`config.mk`:
```
export PLATFORM = sky130hd
export DESIGN_NAME = prescaler_multi
export DESIGN_NICKNAME = d
export VERILOG_FILES = /design/src/rtl/prescaler_pkg.sv /design/src/rtl/prescaler_chan.sv /design/src/rtl/prescaler_multi.sv
export SDC_FILE = /design/constraint.sdc
export NUM_CORES = 1
export LEC_CHECK = 0
export ABC_AREA = 1
export BUFFER_PORTS_ARGS = -buffer_cell sky130_fd_sc_hd__buf_2
export CORE_MARGIN = 2
export CORE_UTILIZATION = 34
export CTS_BUF_LIST = sky130_fd_sc_hd__clkbuf_4
export DETAILED_ROUTE_END_ITERATION = 8
export GPL_TIMING_DRIVEN = 0
export PLACE_DENSITY_LB_ADDON = 0.05
export SLEW_MARGIN = 30
export SYNTH_ARGS = -nofsm -noshare
export SYNTH_HDL_FRONTEND = slang
export SYNTH_SLANG_ARGS = --single-unit
```
`constraint.sdc`:
```
create_clock -name i_clk -period 2.3 [get_ports i_clk]
set_clock_uncertainty 0.2 [all_clocks]
set_input_delay 0.46 -clock i_clk [delete_from_list [all_inputs] [get_ports i_clk]]
set_output_delay 0.46 -clock i_clk [all_outputs]
set_load 0.01 [all_outputs]
```
`src/rtl/prescaler_pkg.sv`:
```
// Shared definitions for the multi-channel prescaler: output mode encodings
// and the channel-select width helper.
package prescaler_pkg;

  typedef enum logic {
    MODE_PULSE = 1'b0,
    MODE_WAVE  = 1'b1
  } mode_e;

  // Channel-select width, never narrower than one bit so a single-channel build still has a port.
  function automatic int chan_width(input int nch);
    return (nch > 1) ? $clog2(nch) : 1;
  endfunction

endpackage

```
`src/rtl/prescaler_chan.sv`:
```
// One divider channel: up-counter against an active limit, double-buffered
// limit/mode configuration, registered tick and square-wave outputs.
module prescaler_chan
  import prescaler_pkg::*;
#(
  parameter int          WIDTH     = 20,
  parameter int unsigned RESET_LIM = 416666
) (
  input  logic             clk,
  input  logic             rst_n,
  input  logic             en,
  input  logic             sync,
  input  logic             wr,
  input  logic [WIDTH-1:0] wr_lim,
  input  logic             wr_mode,
  output logic             tick,
  output logic             wave,
  output logic             pending
);

  localparam logic [WIDTH-1:0] RST_LIM = WIDTH'(RESET_LIM);

  logic [WIDTH-1:0] count;
  logic [WIDTH-1:0] act_lim;
  logic [WIDTH-1:0] sh_lim;
  mode_e            act_mode;
  mode_e            sh_mode;
  logic             wrap;

  assign wrap = en && (count == act_lim);

  // Sync and wrap both promote the pre-edge shadow; a write on the same edge
  // lands in the shadow afterwards and therefore stays pending.
  always_ff @(posedge clk or negedge rst_n) begin
    if (!rst_n) begin
      count    <= '0;
      act_lim  <= RST_LIM;
      act_mode <= MODE_PULSE;
      sh_lim   <= RST_LIM;
      sh_mode  <= MODE_PULSE;
      pending  <= 1'b0;
      tick     <= 1'b0;
      wave     <= 1'b0;
    end else begin
      if (sync) begin
        count    <= '0;
        tick     <= 1'b0;
        wave     <= 1'b0;
        act_lim  <= sh_lim;
        act_mode <= sh_mode;
        pending  <= 1'b0;
      end else if (wrap) begin
        count    <= '0;
        tick     <= 1'b1;
        act_lim  <= sh_lim;
        act_mode <= sh_mode;
        pending  <= 1'b0;
        // The wave follows the mode that takes effect at this wrap.
        wave     <= (sh_mode == MODE_WAVE) ? ~wave : 1'b0;
      end else if (en) begin
        count <= count + WIDTH'(1);
        tick  <= 1'b0;
      end else begin
        tick <= 1'b0;
      end

      if (wr) begin
        sh_lim  <= wr_lim;
        sh_mode <= mode_e'(wr_mode);
        pending <= 1'b1;
      end
    end
  end

endmodule

```
`src/rtl/prescaler_multi.sv`:
```
// Bank of NCH independent prescaler channels sharing enable, sync and a
// single configuration write port; this level only decodes the write target.
module prescaler_multi
  import prescaler_pkg::*;
#(
  parameter int          WIDTH     = 20,
  parameter int          NCH       = 4,
  parameter int unsigned RESET_LIM = 416666,
  localparam int         CHW       = chan_width(NCH)
) (
  input  logic             i_clk,
  input  logic             i_reset,
  input  logic             i_en,
  input  logic             i_sync,
  input  logic             i_wr_en,
  input  logic [CHW-1:0]   i_wr_ch,
  input  logic [WIDTH-1:0] i_wr_lim,
  input  logic             i_wr_mode,
  output logic [NCH-1:0]   o_tick,
  output logic [NCH-1:0]   o_wave,
  output logic [NCH-1:0]   o_pending
);

  logic [NCH-1:0] wr_sel;

  // Out-of-range channel numbers match no index and are silently dropped.
  always_comb begin
    wr_sel = '0;
    for (int k = 0; k < NCH; k++) begin
      if (i_wr_en && (i_wr_ch == CHW'(k))) begin
        wr_sel[k] = 1'b1;
      end
    end
  end

  for (genvar g = 0; g < NCH; g++) begin : g_chan
    prescaler_chan #(
      .WIDTH     (WIDTH),
      .RESET_LIM (RESET_LIM)
    ) u_chan (
      .clk     (i_clk),
      .rst_n   (i_reset),
      .en      (i_en),
      .sync    (i_sync),
      .wr      (wr_sel[g]),
      .wr_lim  (i_wr_lim),
      .wr_mode (i_wr_mode),
      .tick    (o_tick[g]),
      .wave    (o_wave[g]),
      .pending (o_pending[g])
    );
  end

endmodule

```
==> flow_summary.yaml <==
synthesis:
  synth.area.top_cells: "dfrtp_1 32%, nand2_1 18%, dfstp_2 17%"
  synth-simple-area-share: 0.304
  synth_nets: 1779
  synth_compound_area_frac: 0.0916
  synth_fa_ha_area_frac: 0.00378
  synth_warnings: 0
  yosysSeqAreaShare: 0.492
  synth_top_area_share: 0.317
  synth-xor-area-share: 0.00661
  muxShareOfSynthArea: 0
  avgSynthCellArea_um2: 7.58
  syn-cell-area_um2: 13200
  synth_top_family_by_area: "simple AND/OR/NAND/NOR gates"
  synth_top_cell_by_area: "dfrtp_1"
  ys_ff_latch: 256
  synthCells: 1747
  yosys.cell_types.count: 37
die:
  fp.dieW_um: 201
  placementRows: 72
  die_height_um: 201
  core_area_um2: 38600
  pin_count: 40
  start_util: 0.344
  dieArea_um2: 40600
final_layout:
  area_growth_syn_to_layout_pct: 16.1
  final_area_um2: 15400
  final_util: 0.399
  final_nets: 1919
  drive_gt1_frac: 0.199
  final_cells: 2468
  nFillCells: 4178
global_route:
  grt_overflow: 0
  grt_max_degree: 69
  antenna_found_initial: 8
  grt_usage: 0.231
  grt_pass1_vias: 11700
  grt_pass1_wl_um: 70300
hold_path:
  holdPathStages: 3
  holdCritStartpoint: "i_wr_lim[13]"
  min-delay-path-class: "input port to flip-flop"
  worstHoldEndpoint: "g_chan[0].u_chan.sh_lim[13]"
sta:
  holdWs_ns: 0.0546
  timing.final.crit_share: 0.959
  fmax_mhz: 453
  period_needed_ns: 2.21
  rsz0062_at_grt: "false"
  drv_slew: 0
  worst_pin_slew_ns: 1.01
  setup_viol: 0
  hold_viol_final: 0
  relSlewSlack: 0.328
worst_setup_path:
  r2r_slack_ns: 0.13
  critPathKind: "input port to flip-flop"
  cp_max_fo: 10
  startpoint: "i_en"
  cp.required_ns: 2.76
  start_kind: "input port"
  reg2reg_to: "g_chan[1].u_chan.pending"
  slowest_stage: "clkbuf_1"
  r2r_cells: 10
  cp_cell_sequence: "clkbuf_2 > clkbuf_1 > buf_1 > nand4_1 > nand2_1"
  max_stage_delay_ns: 0.80
  r2r_start: "g_chan[1].u_chan.act_lim[8]"
  worstSetupEndpointType: "flip-flop"
  worstPathArrival_ns: 2.67
route:
  drc_errors: 0
  drt_iter0_drc: 784
  wl_per_cell_um: 18.1
  viasPerCell: 4.76
  vias: 11700
  totalWireLength_um: 44700
  ant_nets: 0
  drt_pre_antenna_iters: 8
placement:
  placed_area_um2: 14200
  gp_congestion: 0.843
  dp_hpwl_um: 30900
  placed_cells: 2306
  portBuffers: 38
run_status:
  outcome: "complete, no violations"
power:
  power_density_nw_per_um2: 758
  design_power_total_mw: 11.7
  leakage_nw: 7.18
  max-vdd-ir-drop_uv: 349
flow_run:
  drv_cap: 0
clock_tree:
  clock-sinks: 256
  cts_max_level: 3
  root_buffer: "clkbuf_4"
  insertion_delay_ns: 0.76
  cts_buffers: 79
  cts_buffer_depth: 3
  path_clk_slew_ns: 0.06
  cts_tree: "yes"
==> routing by layer <==
layer | routed length, um | track usage
met1 | 21300 | 0.323
met2 | 19800 | 0.354
met3 | 2140 | 0.0390
met4 | 1500 | 0.0930
met5 | 0 | 0
==> through the flow <==
stage / TNS (ns) / worst slack, ns
2_1_floorplan: 0 / 0.543
3_3_place_gp: -1063.09 / -4.60
4_1_cts: 0 / 0.119
3_5_place_dp: -44.08 / -0.833
6_report: 0 / 0.0938
5_1_grt: 0 / 0.0404
==> power by group <==
group | switching (mW) | leakage (nW) | internal, mW
Clock | 2.11 | 0.608 | 2.49
Sequential | 0.272 | 3.15 | 5.17
Combinational | 1.06 | 3.41 | 0.549
==> registers in the layout, summed over array words and instances (netlist names) <==
| register | cells |
|---|---|
| g_chan.u_chan.act_lim | 80 |
| g_chan.u_chan.count | 80 |
| g_chan.u_chan.sh_lim | 80 |
| g_chan.u_chan.pending | 4 |
| g_chan.u_chan.sh_mode | 4 |
| g_chan.u_chan.tick | 4 |
| g_chan.u_chan.wave | 4 |
==> how the worst max path moves through the flow <==
stage	to	depth (start not counted)
floorplan	g_chan[3].u_chan.act_lim[5]	9
global placement	g_chan[3].u_chan.sh_lim[13]	1
detailed placement	g_chan[0].u_chan.count[10]	6
CTS	o_wave[0]	2
global route	g_chan[1].u_chan.count[18]	10
finish	g_chan[3].u_chan.count[17]	5
==> cell usage in the layout (no fill, tap or decap), types with 2 or more instances in the layout <==
cell type | netlist | routed
buf_2 | 8 | 45
buf_4 | 18 | 18
nor2_2 | 7 | 8
o21ai_0 | 107 | 107
buf_6 | 11 | 11
clkbuf_4 | 0 | 128
nand3_4 | 3 | 3
clkinv_1 | 0 | 12
dfrtp_1 | 168 | 168
inv_1 | 212 | 212
nand2_8 | 2 | 2
dfstp_2 | 88 | 88
diode_2 | 0 | 4
nor3_2 | 4 | 4
dlygate4sd3_1 | 0 | 18
xnor2_1 | 5 | 5
nor3_1 | 80 | 80
buf_1 | 4 | 4
xor2_1 | 5 | 5
a21oi_1 | 18 | 18
nor4_1 | 4 | 4
buf_12 | 3 | 3
o211ai_1 | 4 | 4
o21ai_2 | 37 | 37
nor2_1 | 149 | 148
nand2_2 | 11 | 11
buf_16 | 0 | 3
a31oi_1 | 5 | 5
clkbuf_2 | 2 | 5
nand3_1 | 39 | 39
nand2_1 | 627 | 627
nand4_1 | 35 | 35
o21ai_1 | 36 | 36
inv_2 | 19 | 19
clkbuf_1 | 25 | 22
ha_1 | 4 | 4
o21bai_1 | 2 | 2
==> critical path, delay by kind of cell <==
family / cells / cell delay [ns]
buf+inv: 3 / 1.89
simple gates: 2 / 0.29
==> cell usage after synthesis, drive strengths merged <==
library cell / instances
o211ai: 4
a21oi: 18
clkbuf: 27
xor2: 5
a31oi: 5
nor3: 84
inv: 231
ha: 4
nor2: 156
buf: 44
nand4: 35
dfrtp: 168
nand3: 43
dfstp: 88
o21bai: 2
nand2: 641
o21ai: 180
nand3b: 1
and2: 1
xnor2: 5
nor4: 4
o31ai: 1
==> logic make-up (layout without fill, tap and decap cells) <==
family	count (synthesis)	after routing
xor gates and xnor gates	10	10
buffers and inverters	302	501
DFF	256	256
and+or+nand+nor	965	965
AOI/OAI and AO/OA	210	210
other	0	4
adders and majority gates	4	4
==> what timing repair did <==
action,CTS,global route
gates resized for setup,1,0
endpoints found under the hold margin,156,0
hold buffers,18,0
endpoints found under the setup margin,2,0
buffers inserted,0,0
==> layout make-up <==
cell class / instances / area, um2 / area share
Multi-Input combinational cell: 1189 / 5390 / 0.350
Sequential cell: 256 / 6520 / 0.424
Inverter: 231 / 867 / 0.0564
Buffer: 71 / 482 / 0.0313
Clock buffer: 128 / 961 / 0.0625
Timing Repair Buffer: 59 / 463 / 0.0301
Tap cell: 518 / 648 / 0.0421
Clock inverter: 12 / 45.0 / 0.00293
Antenna cell: 4 / 10.0 / 0.000651
Power figures use the tool's default switching activity.
